<file path="src/rtl/shift_engine.sv">
// Multi-cycle barrel-lite shifter: shifts up to STEP bits per cycle until the latched amount is consumed.
// Define SHIFT_ENGINE_ROTATE_EN to build rotate-right for op 11; otherwise op 11 acts as SRL.
module shift_engine #(
    parameter int WIDTH = 32,
    parameter int STEP  = 4
) (
    input  logic             clk,
    input  logic             reset,
    input  logic             start,
    input  logic [1:0]       op,
    input  logic [WIDTH-1:0] rs,
    input  logic [WIDTH-1:0] rt,
    output logic             busy,
    output logic             done,
    output logic [WIDTH-1:0] res
);
    localparam int SHAMT_W = $clog2(WIDTH);
    localparam logic [SHAMT_W-1:0] STEP_K = SHAMT_W'(STEP);

    typedef enum logic [1:0] {IDLE, SHIFT, DONE} state_t;

    state_t             state;
    logic [WIDTH-1:0]   work;
    logic [1:0]         mode;
    logic [SHAMT_W-1:0] rem;
    logic [SHAMT_W-1:0] k;
    logic [SHAMT_W-1:0] amt;
    logic [WIDTH-1:0]   shifted;
    logic               accept;

    assign amt    = rs[SHAMT_W-1:0];
    assign accept = start && (state != SHIFT);
    assign k      = (rem < STEP_K) ? rem : STEP_K;

`ifdef SHIFT_ENGINE_ROTATE_EN
    localparam logic [SHAMT_W:0] WIDTH_SH = (SHAMT_W+1)'(WIDTH);
    logic [SHAMT_W:0] wrap_amt;
    assign wrap_amt = WIDTH_SH - {1'b0, k};
`endif

    always_comb begin
        shifted = work >> k;
        case (mode)
            2'b00: shifted = work << k;
            2'b10: shifted = WIDTH'($signed(work) >>> k);
`ifdef SHIFT_ENGINE_ROTATE_EN
            2'b11: shifted = (work >> k) | (work << wrap_amt);
`endif
            default: shifted = work >> k;
        endcase
    end

    // Outputs are flops set alongside the state so busy/done are glitch-free.
    always_ff @(posedge clk or negedge reset) begin
        if (!reset) begin
            state <= IDLE;
            work  <= '0;
            mode  <= '0;
            rem   <= '0;
            res   <= '0;
            busy  <= 1'b0;
            done  <= 1'b0;
        end else if (state == SHIFT) begin
            work <= shifted;
            rem  <= rem - k;
            if (rem == k) begin
                state <= DONE;
                done  <= 1'b1;
                res   <= shifted;
            end
        end else if (accept) begin
            work <= rt;
            mode <= op;
            rem  <= amt;
            busy <= 1'b1;
            if (amt == '0) begin
                state <= DONE;
                done  <= 1'b1;
                res   <= rt;
            end else begin
                state <= SHIFT;
                done  <= 1'b0;
            end
        end else begin
            state <= IDLE;
            busy  <= 1'b0;
            done  <= 1'b0;
        end
    end
endmodule

</file>
<file path="config.mk">
export PLATFORM = sky130hd
export DESIGN_NAME = shift_engine
export DESIGN_NICKNAME = d
export VERILOG_FILES = /design/src/rtl/shift_engine.sv
export SDC_FILE = /design/constraint.sdc
export NUM_CORES = 1
export LEC_CHECK = 0
export ABC_AREA = 1
export CAP_MARGIN = 40
export CORE_AREA = 2 2 106 108
export CTS_CLUSTER_DIAMETER = 150
export DETAILED_ROUTE_END_ITERATION = 10
export DIE_AREA = 0 0 108 110
export PLACE_DENSITY = 0.84
export SETUP_SLACK_MARGIN = 0.3
export SLEW_MARGIN = 0
export SYNTH_ARGS = -nofsm -noshare
export SYNTH_HDL_FRONTEND = slang
export SYNTH_SLANG_ARGS = --single-unit
</file>
<file path="constraint.sdc">
create_clock -name clk -period 1.9 [get_ports clk]
set_input_delay 0.57 -clock clk [delete_from_list [all_inputs] [get_ports clk]]
set_output_delay 0.57 -clock clk [all_outputs]
set_load 0.03 [all_outputs]
</file>
# Word level (Yosys, flattened, before mapping)
# Cells that the tools add are included.
# op_classes
n_addsub,1
n_lt_le_gt_ge,1
n_eq_ne,5
shift,3
muxes,19
bitwise_logic,1
n_reduce_logical,7
# op_table
op,count
2-to-1 mux 32 bit,6
case mux 32 bit (2 select lines),1
<< shifter 32 x 5 -> 32 bit,1
>> shifter 32 x 5 -> 32 bit,1
>>> shifter 32 x 5 -> 32 bit,1
2-to-1 mux 5 bit,3
2-to-1 mux 2 bit,4
equality test 5 bit,1
logical NOT 5 bit,1
less-than comparator 5 x 3 -> 1 bit (second input constant),1
2-to-1 mux 1 bit,5
subtractor 5 bit,1
inequality test 2 x 1 -> 1 bit (second input constant),2
nonzero test 2 bit,2
AND reduction 3 bit,1
equality test 2 x 1 -> 1 bit (second input constant),1
equality test 2 bit (second input constant),1
logical NOT 2 bit,1
AND reduction 2 bit,1
logical AND 1 bit,1
NOT 1 bit,1
# word_totals
register_bits,75
in_bits,69
elab_cells,44

# Logic depth before layout (Yosys ltp)
# Gate-level depths: netlist of run 1.
# logic_depth
ltp_word,6
ltp_mapped,13
depth_no_buf,12

# Least setup slack after synthesis of run 1
# Ideal clock, no wire load.
# synth_timing
path_type,register to register
from,register done (netlist name)
to,register work[8]
arrival_time_ps,1594
required_time_ps,1782
slack_ps,188
stages_incl_launch_ff,9
path_cell_list,dfrtp_1 nor2_1 inv_1 clkbuf_1 buf_2 a21oi_1 nand3_1 nand3_1 nand2_1
# synth_rtl
item,line_no,source
to (signal assigned),64,work <= shifted;
to (signal assigned),72,work <= rt;
to (decl),23,logic [WIDTH-1:0] work;

# Worst setup path after layout of run 1
# layout_timing
from,register rem[3]
to,register res[18]
# layout_between
elab_chain_cells,6
# layout_lines
item,line_no,source
from (decl),25,logic [SHAMT_W-1:0] rem;
from (signal assigned),65,rem <= rem - k;
from (signal assigned),74,rem <= amt;
less-than comparator 5 x 3 -> 1 bit,33,assign k = (rem < STEP_K) ? rem : STEP_K;
2-to-1 mux 5 bit,33,
>> shifter 32 x 5 -> 32 bit (tied with other cells),49,default: shifted = work >> k;
case mux 32 bit (2 select lines),43,case (mode)
2-to-1 mux 32 bit,66,if (rem == k) begin
2-to-1 mux 32 bit,63,end else if (state == SHIFT) begin
to (signal assigned),69,res <= shifted;
to (signal assigned),79,res <= rt;
to (decl),15,output logic [WIDTH-1:0] res
# Several ways; a longest one is shown, not always the timed one. The select of a mux whose other input is x is not followed.
# A chain may end at the register's enable or synchronous reset.

==> flow_metrics.tcl, run 1 <==
set metrics [dict create \
    top_level_ports 103 \
    synth_largest_type_area_fraction_pct 32.5 \
    edff_count_synth 0 \
    timing.final.setup_violations 49 \
    static-leakage-power_nw 3.76 \
    fraction_of_final_layout_cells_with_drive_strength_greater_than_1_pct 23.2 \
    die_area_sq_mm 0.0119 \
    place_hpwl_microns 12300 \
    dr.pass1.iters 8 \
    core_sq_mm 0.0107 \
    place_congestion 0.967 \
    yosysWarnings 0 \
    period_share_pct 104 \
    tritoncts "yes" \
    report.final.hold_viol_count 0 \
    synth_area_leaders "sky130_fd_sc_hd__dfrtp_1 32%, sky130_fd_sc_hd__nand3_1 23%, sky130_fd_sc_hd__nand2_1 18%" \
    clock_latency_on_the_worst_skew_pair_ns 0.37 \
    power_density_mw_per_mm2 2150 \
    antenna_cells_inserted 0 \
    max_root_sink_buffers 2 \
    initial_antenna_violation_count 0 \
    count_of_max_cap_constraint_violations 0 \
    grt_remaining_overflow 0 \
    die_h_microns 110 \
    dominantRegCellSynth "sky130_fd_sc_hd__dfrtp_1" \
    timing.fmax_ghz 0.504 \
    via_count_of_the_routed_design 6796 \
    areaGrowthSynthToFinish_pct 31.1 \
    grt_use_total_pct 31.9 \
    portBuffers 75 \
    synth.most_common_cell "sky130_fd_sc_hd__nand2_1" \
    design.final.nets 1063 \
    rsz_0062_raised_after_global_routing "true" \
    violations "setup timing" \
    result_of_the_run "complete, but fails checks" \
    postSynthNetCount 957 \
    critPathCaptureType "flip-flop" \
    syn-cell-area_sq_mm 0.00570 \
    fillCellCount 922 \
    synth.ff_latch_count 74 \
    place.detailed.instances 1103 \
    detail-route-antenna-nets 0 \
    row_count 38 \
    timing.critical_path.arrival_ns 2.25 \
    netlist-cell-type-count 33 \
    post-synth-top-area-cell "sky130_fd_sc_hd__dfrtp_1" \
    setup_slack_ns -0.0833 \
    worstSetupStartpointType "flip-flop" \
    yosysSeqAreaShare_pct 32.5 \
    drt_drc_violations_left 0 \
    routed_wire_length_per_instance_microns 16.8 \
    clock_tree.htree_level_count 3 \
    grt_pass1_vias 6198 \
    postSynthCellCount 887 \
    timing.final.crit_period_ns 1.98 \
    detail_route.vias_per_cell 5.97 \
    die_width_microns 108 \
    async_reset_ff_share_pct 100 \
    cts_hold_buf 0 \
    floorplan.initialDensity_pct 53.3 \
    hold_slack_ns 0.160 \
    cts-root-buf "sky130_fd_sc_hd__clkbuf_8" \
    timing.final.max_slew_violations 0 \
    totalWireLength_microns 19100 \
    grt_first_pass_wirelength_microns 30200 \
    timing.setup.critical_path_class "flip-flop to flip-flop" \
    clkSinkCount 74 \
    layoutNonFillerInstCount 1138 \
    drt_first_iter_violations 829 \
    power.ir.vdd_worst_mv 1.56 \
    post_synth.cell_area_avg_sq_um 6.43 \
    critical_path_peak_fanout 21 \
    min-delay-path-class "primary input to asynchronous set/reset pin" \
    final.setup_skew_ns 0.0106 \
    synth_common_cells "269 x sky130_fd_sc_hd__nand2_1, 258 x sky130_fd_sc_hd__nand3_1, 74 x sky130_fd_sc_hd__dfrtp_1" \
    largest_net_degree_at_the_start_of_global_routing 75 \
    cts_made_buffers 9 \
    clk_pin_slew_ns 0.09 \
    cp.required_ns 2.16 \
]
## worst paths after layout
kind                                     start                  end  slack (ns)  cells past startpoint
max in group asynchronous                reset  res[29]$_DFFE_PN0P_        1.34                      2
max                         rem[3]$_DFFE_PN0N_  res[18]$_DFFE_PN0P_       -0.08                     10
min                                      reset   rem[3]$_DFFE_PN0N_        0.16                      2
min reg2reg                res[12]$_DFFE_PN0P_  res[12]$_DFFE_PN0P_        0.48                      2
max reg2reg                 rem[3]$_DFFE_PN0N_  res[18]$_DFFE_PN0P_       -0.08                     10
min in group clk           res[12]$_DFFE_PN0P_  res[12]$_DFFE_PN0P_        0.48                      2
## layout by cell type (no fill, tap or decap), types with 31 or more instances in the layout
| cell | n |
|---|---|
| sky130_fd_sc_hd__nand4_1 | 33 |
| sky130_fd_sc_hd__nand3_1 | 241 |
| sky130_fd_sc_hd__nand2_1 | 251 |
| sky130_fd_sc_hd__inv_1 | 52 |
| sky130_fd_sc_hd__buf_2 | 33 |
| sky130_fd_sc_hd__buf_4 | 54 |
| sky130_fd_sc_hd__or2_2 | 31 |
| sky130_fd_sc_hd__clkdlybuf4s50_1 | 39 |
| sky130_fd_sc_hd__dfrtp_1 | 72 |
## through the flow
step	setup TNS [ns]	setup WS [ns]	power [mW]	cell area, sq um	utilization (%)
after detailed placement	-11.39	-0.374	13.5	6960	65.1
after global placement	-8.53	-0.275	13.4	6960	65.1
after CTS	0	0.0305	15.0	7200	67.3
final	-2.52	-0.0833	16.1	7480	69.9
after global routing	-7.37	-0.181	17.2	7480	69.9
after floorplan	0	0.287	10.2	5750	-
## repair_timing
item / 4_1_cts / 5_1_grt
gates cloned: 2 / 3
setup endpoints to repair: 101 / 68
setup buffers: 5 / 9
pin swaps: 5 / 19
resized for setup: 189 / 44
## critical path, stage by stage (launching register included)
cell and delay [ns]:
sky130_fd_sc_hd__dfrtp_2 0.47, sky130_fd_sc_hd__nor2_8 0.24, sky130_fd_sc_hd__buf_4 0.15, sky130_fd_sc_hd__buf_4 0.12, sky130_fd_sc_hd__a31oi_2 0.14, sky130_fd_sc_hd__or2_1 0.25
sky130_fd_sc_hd__nand2_2 0.13, sky130_fd_sc_hd__inv_2 0.08, sky130_fd_sc_hd__buf_12 0.16, sky130_fd_sc_hd__nand2_1 0.08, sky130_fd_sc_hd__nand2_1 0.05
## cells by family after synthesis
kind of cell    after synthesis  synth area share (%)
other cells                   1                0.0657
compound gates               62                  5.79
flops                        74                  32.5
buf+inv                     113                  9.28
fa+ha+maj                     1                 0.219
simple gates                636                  52.2
## power breakdown
part / switching (mW) / internal (mW)
Combinational: 7.54 / 4.21
Clock: 0.662 / 0.772
Sequential: 0.500 / 2.40
Total: 8.70 / 7.38
## per-layer routing
layer	wire length, microns	vias up	global-route usage [%]
met3	1870	79	5.35
met2	8270	438	48.8
met5	0	-	0
met1	8300	3090	46.1
li1	-	3189	-
met4	632	0	10.3
## area by class of cell
cell class	instances	area (sq um)	area share [%]
Tap cell	140	175	2.34
Clock buffer	11	141	1.89
Clock inverter	5	77.6	1.04
Timing Repair Buffer	152	1460	19.5
Sequential cell	74	1850	24.8
Multi-Input combinational cell	700	3560	47.6
Inverter	56	210	2.81
## registers in the layout, summed over array words and instances (netlist names)
name   count
res       32
state      1
mode       2
busy       1
rem        5
work      32
done       1
Power figures use the tool's default switching activity.
==> run 2, diff against run 1 <==
--- a/config.mk
+++ b/config.mk
@@ -6,6 +6,7 @@
 export NUM_CORES = 1
 export LEC_CHECK = 0
 export ABC_AREA = 1
+export ABC_CLOCK_PERIOD_IN_PS = 1900
 export CAP_MARGIN = 40
 export CORE_AREA = 2 2 106 108
 export CTS_CLUSTER_DIAMETER = 150
@@ -13,7 +14,7 @@
 export DIE_AREA = 0 0 108 110
 export PLACE_DENSITY = 0.84
 export SETUP_SLACK_MARGIN = 0.3
-export SLEW_MARGIN = 0
+export SLEW_MARGIN = 25
 export SYNTH_ARGS = -nofsm -noshare
 export SYNTH_HDL_FRONTEND = slang
 export SYNTH_SLANG_ARGS = --single-unit
==> results of run 2 <==
Same layout as run 1: the final DEF is identical, and so are final timing and power.
==> run 3, diff against run 2 <==
--- a/config.mk
+++ b/config.mk
@@ -7,12 +7,13 @@
 export LEC_CHECK = 0
 export ABC_AREA = 1
 export ABC_CLOCK_PERIOD_IN_PS = 1900
-export CAP_MARGIN = 40
 export CORE_AREA = 2 2 106 108
 export CTS_CLUSTER_DIAMETER = 150
 export DETAILED_ROUTE_END_ITERATION = 10
 export DIE_AREA = 0 0 108 110
+export GPL_ROUTABILITY_DRIVEN = 0
 export PLACE_DENSITY = 0.84
+export RECOVER_POWER = 100
 export SETUP_SLACK_MARGIN = 0.3
 export SLEW_MARGIN = 25
 export SYNTH_ARGS = -nofsm -noshare
==> run 3 against run 2 <==
Compared with the run above:
- the flow finishes with violations (DRC, setup timing)
- sequential cell count unchanged
- non-clock buffer count shrank 8
- wire length is 4.4% lower
- register-to-register slack improved by 0.03 ns
- core utilization is 2.9 points lower
- maximum frequency grew 1.8%
- final cell count down 0.70%
- final area down 4.2%
- via count grew 1.2%
- die area did not move
- combinational power down 6%
- sequential power about the same
- critical path type unchanged
- largest cell class unchanged
- largest power group unchanged
==> flow_metrics.tcl, run 3 (synthesized netlist as in run 1, its figures left out) <==
set metrics [dict create \
    final-seq-area_sq_mm 0.00185 \
    met2RoutedLength_microns 7760 \
    biggestRegsByFlops "res x32, work x32, rem x5" \
    clock_tree.htree_level_count 3 \
    areaGrowthSynthToFinish_pct 25.6 \
    design.final.nets 1055 \
    timing.setup.critical_path_class "flip-flop to flip-flop" \
    largest_net_degree_at_the_start_of_global_routing 75 \
    setup.worst_path.start "rem[4]$_DFFE_PN0N_" \
    max_root_sink_buffers 2 \
    max-slew-margin-rel_pct 31.6 \
    top_level_ports 103 \
    layout_common_cells "262 x sky130_fd_sc_hd__nand2_1, 239 x sky130_fd_sc_hd__nand3_1, 72 x sky130_fd_sc_hd__dfrtp_1" \
    cts-root-buf "sky130_fd_sc_hd__clkbuf_8" \
    initial_antenna_violation_count 0 \
    portBuffers 75 \
    timing.critical_path.arrival_ns 2.21 \
    timing.critical_path.slowest_stage_cell "sky130_fd_sc_hd__dfrtp_2" \
    via_count_of_the_routed_design 6875 \
    critPathCaptureType "flip-flop" \
    startpoint_of_the_most_critical_hold_path "res[17]$_DFFE_PN0P_" \
    antenna_cells_inserted 0 \
    clkSinkCount 74 \
    die_area_sq_mm 0.0119 \
    grt_use_total_pct 29.9 \
    result_of_the_run "complete, but fails checks" \
    area_of_placed_instances_sq_mm 0.00688 \
    worstSetupStartpointType "flip-flop" \
    grt_first_pass_wirelength_microns 28300 \
    layoutNonFillerInstCount 1130 \
    power_density_mw_per_mm2 2120 \
    min-delay-path-class "flip-flop to flip-flop" \
    row_count 38 \
    timing.critical_path.mode_cell "sky130_fd_sc_hd__nand3_1" \
    top_signal_layer_used "met4" \
    grt_pass1_vias 5957 \
    wl_met3_microns 2090 \
    dr.pass1.iters 10 \
    finish.instance_area_sq_mm 0.00717 \
    setup_slack_ns -0.0484 \
    multi_input_area_sq_mm 0.00348 \
    totalWireLength_microns 18200 \
    period_share_pct 103 \
    grt_remaining_overflow 0 \
    drt_first_iter_violations 1086 \
    fraction_of_final_layout_cells_with_drive_strength_greater_than_1_pct 17.1 \
    critical_path_peak_fanout 22 \
    power.ir.vdd_worst_mv 1.06 \
    cp.required_ns 2.17 \
    final.setup_skew_ns 0.0126 \
    worst_hold_path.num_cells 2 \
    max_slew.worst_pin.slew_ns 1.03 \
    path_cells "nor2_8, buf_12, nand4_1, nand3_1, nand2_1, a21oi_1, nand3_1, nand3_1, nand2_1" \
    detail_route.vias_per_cell 6.08 \
    routed_wire_length_per_instance_microns 16.1 \
    critical_path_s_largest_stage_delay_ns 0.45 \
    cts_hold_buf 0 \
    place.detailed.instances 1098 \
    drt-met1-wl_microns 7570 \
    drt_drc_violations_left 1 \
    tritoncts "yes" \
    rsz_0062_raised_after_global_routing "true" \
    count_of_max_cap_constraint_violations 0 \
    clk_pin_slew_ns 0.08 \
    place_hpwl_microns 11600 \
    timing.final.setup_violations 5 \
    static-leakage-power_nw 3.54 \
    clock_latency_on_the_worst_skew_pair_ns 0.38 \
    timing.fmax_ghz 0.513 \
    r2r_start "rem[4]$_DFFE_PN0N_" \
    layout_commonest_cell "sky130_fd_sc_hd__nand2_1" \
    timing.final.crit_period_ns 1.95 \
    die_h_microns 110 \
    cts_made_buffers 9 \
    report.final.hold_viol_count 0 \
    detail-route-antenna-nets 0 \
    r2r.worst_path.cells 9 \
    violations "DRC, setup timing" \
    die_width_microns 108 \
    timing.final.max_slew_violations 0 \
    core_sq_mm 0.0107 \
    fillCellCount 933 \
    floorplan.initialDensity_pct 53.3 \
]
-- run 3: changes by cell type in the layout (fill, tap and decap cells not counted), sizes merged --
cell	change
clkinvlp	+3
buf	-45
bufinv	-2
dlygate4sd2	-1
clkdlybuf4s50	+1
clkbuf	+37
clkinv	-1
-- run 3: critical path: cells and delay by family (launching register included) --
| family | cells | cell delay [ns] |
|---|---|---|
| AO/OA/AOI/OAI | 1 | 0.18 |
| buffers and inverters | 1 | 0.19 |
| flip-flops | 1 | 0.45 |
| AND/OR/NAND/NOR | 7 | 1.01 |
-- run 3: power by group --
group / internal [mW] / switching [mW] / total [mW] / leakage, nW
Combinational: 3.78 / 7.30 / 11.1 / 2.56
Sequential: 2.40 / 0.512 / 2.91 / 0.897
Clock: 0.547 / 0.667 / 1.21 / 0.0838
Total: 6.73 / 8.48 / 15.2 / 3.54
-- run 3: what timing repair did --
item / in CTS / in global routing
setup endpoints to repair: 101 / 72
gates cloned: 0 / 3
buffers inserted: 5 / 8
gates resized for setup: 167 / 51
pin swaps: 7 / 8
-- run 3: path summary, 6_finish.rpt --
| check | end | slack [ns] |
|---|---|---|
| worst max-delay path | res[16]$_DFFE_PN0P_ | -0.05 |
| worst min-delay path | res[17]$_DFFE_PN0P_ | 0.48 |
| worst max register to register | res[16]$_DFFE_PN0P_ | -0.05 |
| worst min register to register | res[17]$_DFFE_PN0P_ | 0.48 |
| max in group asynchronous | rem[3]$_DFFE_PN0N_ | 0.71 |
| min in group asynchronous | rem[4]$_DFFE_PN0N_ | 0.50 |
-- run 3: per-stage QoR --
step                setup WS [ns]  hold slack [ns]  TNS (ns)  total power, mW  utilization [%]
global placement           -0.281            0.463     -8.90             13.1             64.3
finish                    -0.0484            0.480    -0.166             15.2             67.0
CTS                        0.0503            0.226         0             14.4             65.3
global route               -0.109            0.499     -2.70             16.3             67.0
floorplan                   0.287            0.274         0             10.2                -
detailed placement         -0.294            0.465     -9.16             13.3             64.3
-- run 3: metal layers --
| layer | vias to the layer above | track usage [%] |
|---|---|---|
| met5 | - | 0 |
| met1 | 3076 | 43.6 |
| met4 | 0 | 10.9 |
| met3 | 108 | 4.82 |
| li1 | 3175 | - |
| met2 | 516 | 44.7 |
-- run 3: cell type report --
| cell class | instances | share of cell area (%) |
|---|---|---|
| clock inverters | 5 | 0.541 |
| inverters | 56 | 2.93 |
| multi-input cells | 700 | 48.6 |
| flip-flops and latches | 74 | 25.9 |
| clock buffers | 11 | 2.11 |
| well taps | 140 | 2.44 |
| repair buffers | 144 | 17.5 |
